[config.mk]
export PLATFORM = sky130hd
export DESIGN_NAME = uart_prog_loader
export DESIGN_NICKNAME = d
export VERILOG_FILES = /design/src/rtl/uart_prog_loader_pkg.sv /design/src/rtl/uart_prog_loader_rx.sv /design/src/rtl/uart_prog_loader.sv
export SDC_FILE = /design/constraint.sdc
export NUM_CORES = 1
export LEC_CHECK = 0
export BUFFER_PORTS_ARGS = -buffer_cell sky130_fd_sc_hd__buf_2
export CAP_MARGIN = 5
export CORE_MARGIN = 8
export CORE_UTILIZATION = 52
export DETAILED_ROUTE_END_ITERATION = 6
export PLACE_DENSITY = 0.84
export SYNTH_ARGS = -nofsm -noshare
export SYNTH_HDL_FRONTEND = slang
export SYNTH_SLANG_ARGS = --single-unit
[constraint.sdc]
create_clock -name clk_i -period 1.9 [get_ports clk_i]
set_input_delay 0.19 -clock clk_i [delete_from_list [all_inputs] [get_ports clk_i]]
set_output_delay 0.19 -clock clk_i [all_outputs]
set_load 0.03 [all_outputs]
[src/rtl/uart_prog_loader_pkg.sv]
// Shared encodings for the UART boot loader: loader FSM states, RX states, default frame header.
package uart_prog_loader_pkg;

    localparam logic [7:0] HDR_BYTE_DEF = 8'hA5;

    localparam logic [2:0] ST_IDLE   = 3'd0;
    localparam logic [2:0] ST_HDR    = 3'd1;
    localparam logic [2:0] ST_LEN_LO = 3'd2;
    localparam logic [2:0] ST_LEN_HI = 3'd3;
    localparam logic [2:0] ST_DATA   = 3'd4;
    localparam logic [2:0] ST_CHK    = 3'd5;
    localparam logic [2:0] ST_DONE   = 3'd6;
    localparam logic [2:0] ST_ERR    = 3'd7;

    typedef enum logic [2:0] {
        S_IDLE   = ST_IDLE,
        S_HDR    = ST_HDR,
        S_LEN_LO = ST_LEN_LO,
        S_LEN_HI = ST_LEN_HI,
        S_DATA   = ST_DATA,
        S_CHK    = ST_CHK,
        S_DONE   = ST_DONE,
        S_ERR    = ST_ERR
    } ld_state_t;

    typedef enum logic [1:0] {
        RX_IDLE,
        RX_START,
        RX_DATA,
        RX_STOP
    } rx_state_t;

endpackage

[src/rtl/uart_prog_loader_rx.sv]
// 8N1 UART receiver: 2-FF synchronizer, mid-bit sampling, one-cycle byte_valid with framing flag.
// Byte is reported one cycle after the stop bit is sampled at its midpoint.
module uart_rx_byte
    import uart_prog_loader_pkg::*;
#(
    parameter int CLKS_PER_BIT = 2604
) (
    input  logic       clk_i,
    input  logic       rst_i,
    input  logic       rx_i,
    output logic       byte_valid_o,
    output logic [7:0] byte_data_o,
    output logic       byte_ferr_o
);

    localparam int CW = $clog2(CLKS_PER_BIT);
    localparam logic [CW-1:0] HALF_M1 = CW'(CLKS_PER_BIT / 2 - 1);
    localparam logic [CW-1:0] FULL_M1 = CW'(CLKS_PER_BIT - 1);

    logic [1:0]    sync_q;
    logic          prev_q;
    rx_state_t     state_q;
    logic [CW-1:0] cnt_q;
    logic [2:0]    bit_q;
    logic [7:0]    shift_q;
    logic          valid_q;
    logic [7:0]    data_q;
    logic          ferr_q;

    always_ff @(posedge clk_i) begin
        if (rst_i) begin
            sync_q  <= 2'b11;
            prev_q  <= 1'b1;
            state_q <= RX_IDLE;
            cnt_q   <= '0;
            bit_q   <= '0;
            shift_q <= '0;
            valid_q <= 1'b0;
            data_q  <= '0;
            ferr_q  <= 1'b0;
        end else begin
            sync_q  <= {sync_q[0], rx_i};
            prev_q  <= sync_q[1];
            valid_q <= 1'b0;
            ferr_q  <= 1'b0;
            case (state_q)
                // A true falling edge is required, so a low line left by a bad stop bit is not re-armed.
                RX_IDLE: begin
                    if (prev_q && !sync_q[1]) begin
                        state_q <= RX_START;
                        cnt_q   <= '0;
                    end
                end
                RX_START: begin
                    if (cnt_q == HALF_M1) begin
                        cnt_q   <= '0;
                        bit_q   <= '0;
                        state_q <= sync_q[1] ? RX_IDLE : RX_DATA;
                    end else begin
                        cnt_q <= cnt_q + CW'(1);
                    end
                end
                RX_DATA: begin
                    if (cnt_q == FULL_M1) begin
                        cnt_q   <= '0;
                        shift_q <= {sync_q[1], shift_q[7:1]};
                        bit_q   <= bit_q + 3'd1;
                        if (bit_q == 3'd7) state_q <= RX_STOP;
                    end else begin
                        cnt_q <= cnt_q + CW'(1);
                    end
                end
                default: begin
                    if (cnt_q == FULL_M1) begin
                        cnt_q   <= '0;
                        valid_q <= 1'b1;
                        data_q  <= shift_q;
                        ferr_q  <= !sync_q[1];
                        state_q <= RX_IDLE;
                    end else begin
                        cnt_q <= cnt_q + CW'(1);
                    end
                end
            endcase
        end
    end

    assign byte_valid_o = valid_q;
    assign byte_data_o  = data_q;
    assign byte_ferr_o  = ferr_q;

endmodule

[src/rtl/uart_prog_loader.sv]
// UART boot loader: holds the CPU, parses header/length/words/XOR checksum, writes program memory.
// One write strobe per received word, issued the cycle after its 4th byte; no back-pressure.
module uart_prog_loader
    import uart_prog_loader_pkg::*;
#(
    parameter int         CLKS_PER_BIT = 2604,
    parameter int         ADDR_W       = 14,
    parameter logic [7:0] HDR_BYTE     = HDR_BYTE_DEF
) (
    input  logic              clk_i,
    input  logic              rst_i,
    input  logic              start_i,
    input  logic              rx_i,
    output logic              prog_we_o,
    output logic [ADDR_W-1:0] prog_addr_o,
    output logic [31:0]       prog_wdata_o,
    output logic              cpu_hold_o,
    output logic              busy_o,
    output logic              done_o,
    output logic              err_o
);

    localparam logic [16:0] MAX_WORDS = 17'(1) << ADDR_W;

    logic       byte_vld;
    logic [7:0] byte_dat;
    logic       byte_ferr;

    uart_rx_byte #(.CLKS_PER_BIT(CLKS_PER_BIT)) u_rx (
        .clk_i        (clk_i),
        .rst_i        (rst_i),
        .rx_i         (rx_i),
        .byte_valid_o (byte_vld),
        .byte_data_o  (byte_dat),
        .byte_ferr_o  (byte_ferr)
    );

    ld_state_t         state_q;
    logic [7:0]        len_lo_q;
    logic [15:0]       rem_q;
    logic [1:0]        bcnt_q;
    logic [31:0]       word_q;
    logic [7:0]        chk_q;
    logic              we_q;
    logic [ADDR_W-1:0] addr_q;
    logic [31:0]       wdata_q;
    logic              hold_q;
    logic              busy_q;
    logic              done_q;
    logic              err_q;

    logic [15:0] len_w;
    logic [31:0] word_w;
    assign len_w  = {byte_dat, len_lo_q};
    assign word_w = {byte_dat, word_q[31:8]};

    always_ff @(posedge clk_i) begin
        if (rst_i) begin
            state_q  <= S_IDLE;
            len_lo_q <= '0;
            rem_q    <= '0;
            bcnt_q   <= '0;
            word_q   <= '0;
            chk_q    <= '0;
            we_q     <= 1'b0;
            addr_q   <= '0;
            wdata_q  <= '0;
            hold_q   <= 1'b0;
            busy_q   <= 1'b0;
            done_q   <= 1'b0;
            err_q    <= 1'b0;
        end else begin
            we_q <= 1'b0;
            if (we_q) addr_q <= addr_q + ADDR_W'(1);
            case (state_q)
                S_IDLE, S_DONE, S_ERR: begin
                    if (start_i) begin
                        state_q <= S_HDR;
                        hold_q  <= 1'b1;
                        busy_q  <= 1'b1;
                        done_q  <= 1'b0;
                        err_q   <= 1'b0;
                        chk_q   <= '0;
                        addr_q  <= '0;
                        bcnt_q  <= '0;
                    end
                end
                default: begin
                    if (byte_vld && byte_ferr) begin
                        state_q <= S_ERR;
                        busy_q  <= 1'b0;
                        err_q   <= 1'b1;
                    end else if (byte_vld) begin
                        case (state_q)
                            S_HDR: begin
                                if (byte_dat == HDR_BYTE) state_q <= S_LEN_LO;
                            end
                            S_LEN_LO: begin
                                len_lo_q <= byte_dat;
                                chk_q    <= chk_q ^ byte_dat;
                                state_q  <= S_LEN_HI;
                            end
                            S_LEN_HI: begin
                                chk_q  <= chk_q ^ byte_dat;
                                rem_q  <= len_w;
                                bcnt_q <= '0;
                                if (len_w == 16'd0) begin
                                    state_q <= S_CHK;
                                end else if ({1'b0, len_w} > MAX_WORDS) begin
                                    state_q <= S_ERR;
                                    busy_q  <= 1'b0;
                                    err_q   <= 1'b1;
                                end else begin
                                    state_q <= S_DATA;
                                end
                            end
                            S_DATA: begin
                                chk_q  <= chk_q ^ byte_dat;
                                word_q <= word_w;
                                bcnt_q <= bcnt_q + 2'd1;
                                if (bcnt_q == 2'd3) begin
                                    we_q    <= 1'b1;
                                    wdata_q <= word_w;
                                    rem_q   <= rem_q - 16'd1;
                                    if (rem_q == 16'd1) state_q <= S_CHK;
                                end
                            end
                            S_CHK: begin
                                busy_q <= 1'b0;
                                if (byte_dat == chk_q) begin
                                    state_q <= S_DONE;
                                    hold_q  <= 1'b0;
                                    done_q  <= 1'b1;
                                end else begin
                                    state_q <= S_ERR;
                                    err_q   <= 1'b1;
                                end
                            end
                            default: ;
                        endcase
                    end
                end
            endcase
        end
    end

    assign prog_we_o    = we_q;
    assign prog_addr_o  = addr_q;
    assign prog_wdata_o = wdata_q;
    assign cpu_hold_o   = hold_q;
    assign busy_o       = busy_q;
    assign done_o       = done_q;
    assign err_o        = err_q;

endmodule

==> qor.csv <==
metric,value,unit
status,finished clean,
fin crit period,1880,ps
core area,12600,sq um
Max Clk Rate,531,MHz
Sink Count,150,
GRT Overall Usage,0.195,
vias,6037,
fin nets,896,
r2r endpoint,u_rx.byte_data_o[7],
Rel. slew slack,0.625,
Pwr Total,7.08,mW
PwrDens,879,nW/um^2
post-route antenna net violation count,0,
post-DP HPWL,10800,microns
CP max FO,8,
"Seq/Total Area, Yosys",0.449,
insertion delay to the later sink of the worst-skew pair,420,ps
Initial Utilization,0.532,
largest net degree at the start of global routing,59,
Setup WS post-layout,18.0,ps
Die W,129,microns
ys async rst share,0,
initial antenna violation count,0,
fin crit share,0.991,
vias per cell,5.67,
Setup WS pre-CTS,-3.99,ps
fin. max-slew vios,0,
crit path DAT,2180,ps
clk root buf,clkbuf_16,
Worst-path clk slew,60,ps
final hold slack,178,ps
vias in the first global route,5723,
CP required,2200,ps
hold path cells,3,
TritonCTS clock tree,done,
DRT iter0 DRCs,486,
# diodes,0,
GP Congestion,0.883,
flop2flop setup slack,20,ps
Mean Syn Cell Area,8.25,sq um
R2R cell count,7,
worst r2r src,u_rx.cnt_q[0],
Core Rows,41,
Synth Flop Type,dfxtp_1,
VDD IR max,0.000578,V
Final setup viols,0,
first-pass GRT wire length,26800,microns
Max Clock Skew,7.05,ps
proportion of layout cells with a drive suffix above 1,0.198,
Congestion Overflow GR,0,
WL/cell,15.3,microns
hold path start,start_i,
total wire length,16300,microns
post-synthesis cell type count,71,
Slew @ Worst Pin,557,ps
Setup crit end kind,flop,
DRC,0,
# Max-Cap Violations,0,
post-route core utilization,0.641,
Layout area overhead,20.4,%
register bit count reported by yosys,150,
Mapped Cells,811,
Max Root-Sink Buffers,2,
Die Ht,129,microns
IO Port Bufs,54,
leakage,3.10,nW
Die Footprint,16800,sq um
syn_nets,827,
Crit Path Category,reg2reg,
Yosys warnings,0,
number of iterations in the first detailed-routing pass,5,
Fin. Hold Viols,0,
CTS Buf Count,17,
# IOs,55,
Worst Hold Class,in2reg,
"EDFF count, synth",0,
Hold Path End,done_o,
H-tree levels,4,
Mapped Area,6690,sq um
crit start category,flop,
==> sequential cells by signal (all words and copies together), names as in the netlist, 2 cells and up <==
register / flops
prog_wdata_o: 32
u_rx.shift_q: 8
u_rx.cnt_q: 12
len_lo_q: 8
u_rx.state_q: 2
prog_addr_o: 14
rem_q: 16
chk_q: 8
u_rx.byte_data_o: 8
u_rx.sync_q: 2
u_rx.bit_q: 3
state_q: 3
word_q: 24
bcnt_q: 2
==> worst max-delay path: stages, from the launching register on <==
cell      delay [ps]
dfxtp_2          380
ha_2             210
nor4bb_2         270
and4_1           260
buf_4            130
nand2_2          170
mux2i_1          260
nor2_1            70
==> worst max-delay path by stage <==
stage	from	to	slack (ps)	cells after the start
2_1_floorplan	u_rx.cnt_q[0]	u_rx.shift_q[0]	40	7
3_3_place_gp	rem_q[1]	state_q[1]	60	7
3_5_place_dp	u_rx.cnt_q[0]	u_rx.byte_data_o[7]	-4	6
4_1_cts	u_rx.cnt_q[0]	u_rx.state_q[0]	8	6
5_1_grt	u_rx.cnt_q[0]	u_rx.byte_data_o[7]	-100	7
6_report	u_rx.cnt_q[0]	u_rx.byte_data_o[7]	20	7
==> layout make-up <==
class | count | area [sq um]
repair buffers | 101 | 691
clock buffers | 19 | 443
inverters | 9 | 33.8
well taps | 172 | 215
flip-flops and latches | 150 | 3010
fillers | 991 | 4510
multi-input cells | 601 | 3520
clock inverters | 12 | 146
==> synthesized netlist by cell type, types with 9 or more instances <==
master    number  area share
a21oi_1      105       0.079
buf_2         13      0.0097
clkbuf_1      35       0.020
dfxtp_1      150        0.45
ha_1          12       0.022
inv_1          9      0.0050
mux2i_1       18       0.027
nand2_1      168       0.094
nand3_1       27       0.020
nand3b_1      10       0.011
nand4_1       12       0.011
nor2_1        76       0.043
nor3_1        10      0.0075
o21ai_0       20       0.015
xor2_1        24       0.031
==> metal layers <==
metal	part of all wire	GRT usage	vias to the layer above	wire (microns)
li1	-	-	2948	-
met1	0.44	0.242	2903	7150
met2	0.50	0.323	158	8180
met3	0.042	0.0390	28	680
met4	0.018	0.0867	0	297
met5	0	0	-	0
==> cells by family after synthesis <==
logic type | Yosys count | synth area share
xor+xnor | 32 | 0.0419
buf+inv | 60 | 0.0378
compound gates | 178 | 0.163
mux | 19 | 0.0292
fa+ha+maj | 12 | 0.0224
simple gates | 360 | 0.256
flops | 150 | 0.449
==> power breakdown <==
group          switching, mW  internal [mW]
clock                   1.37           1.99
combinational          0.300          0.198
sequential            0.0459           3.18
==> placed cells by master, fill, tap and decap left out, drive strengths merged, types with 3 or more instances in the layout <==
master	instances
nand2	169
dfxtp	150
a21oi	105
buf	100
nor2	76
nand3	27
xor2	24
o21ai	24
clkbuf	19
mux2i	18
nand4	12
ha	12
inv	12
nor3	11
nand3b	10
nand2b	8
o31ai	8
xnor2	8
clkinv	7
and3	6
a211oi	6
nor4	6
or3	6
o21a	4
and2	4
o22ai	4
nor4bb	4
o41ai	4
or2	3
a311oi	3
nor3b	3
or4	3
a2111oi	3
==> per-stage QoR <==
stage,cells,area (sq um),setup TNS [ps]
floorplan,811,6690,0
global placement,1031,7370,0
detailed placement,1031,7370,-3.99
CTS,1064,7980,0
global route,1064,8060,-134
finish,1064,8060,0
==> timing repair <==
| item | 4_1_cts | 5_1_grt |
|---|---|---|
| pin swaps | 1 | 4 |
| buffers inserted | 1 | 0 |
| endpoints found under the setup margin | 8 | 100 |
| resized for setup | 1 | 23 |
| hold buffers | 1 | 0 |
| hold endpoints to repair | 1 | 0 |
Power figures use the tool's default switching activity.
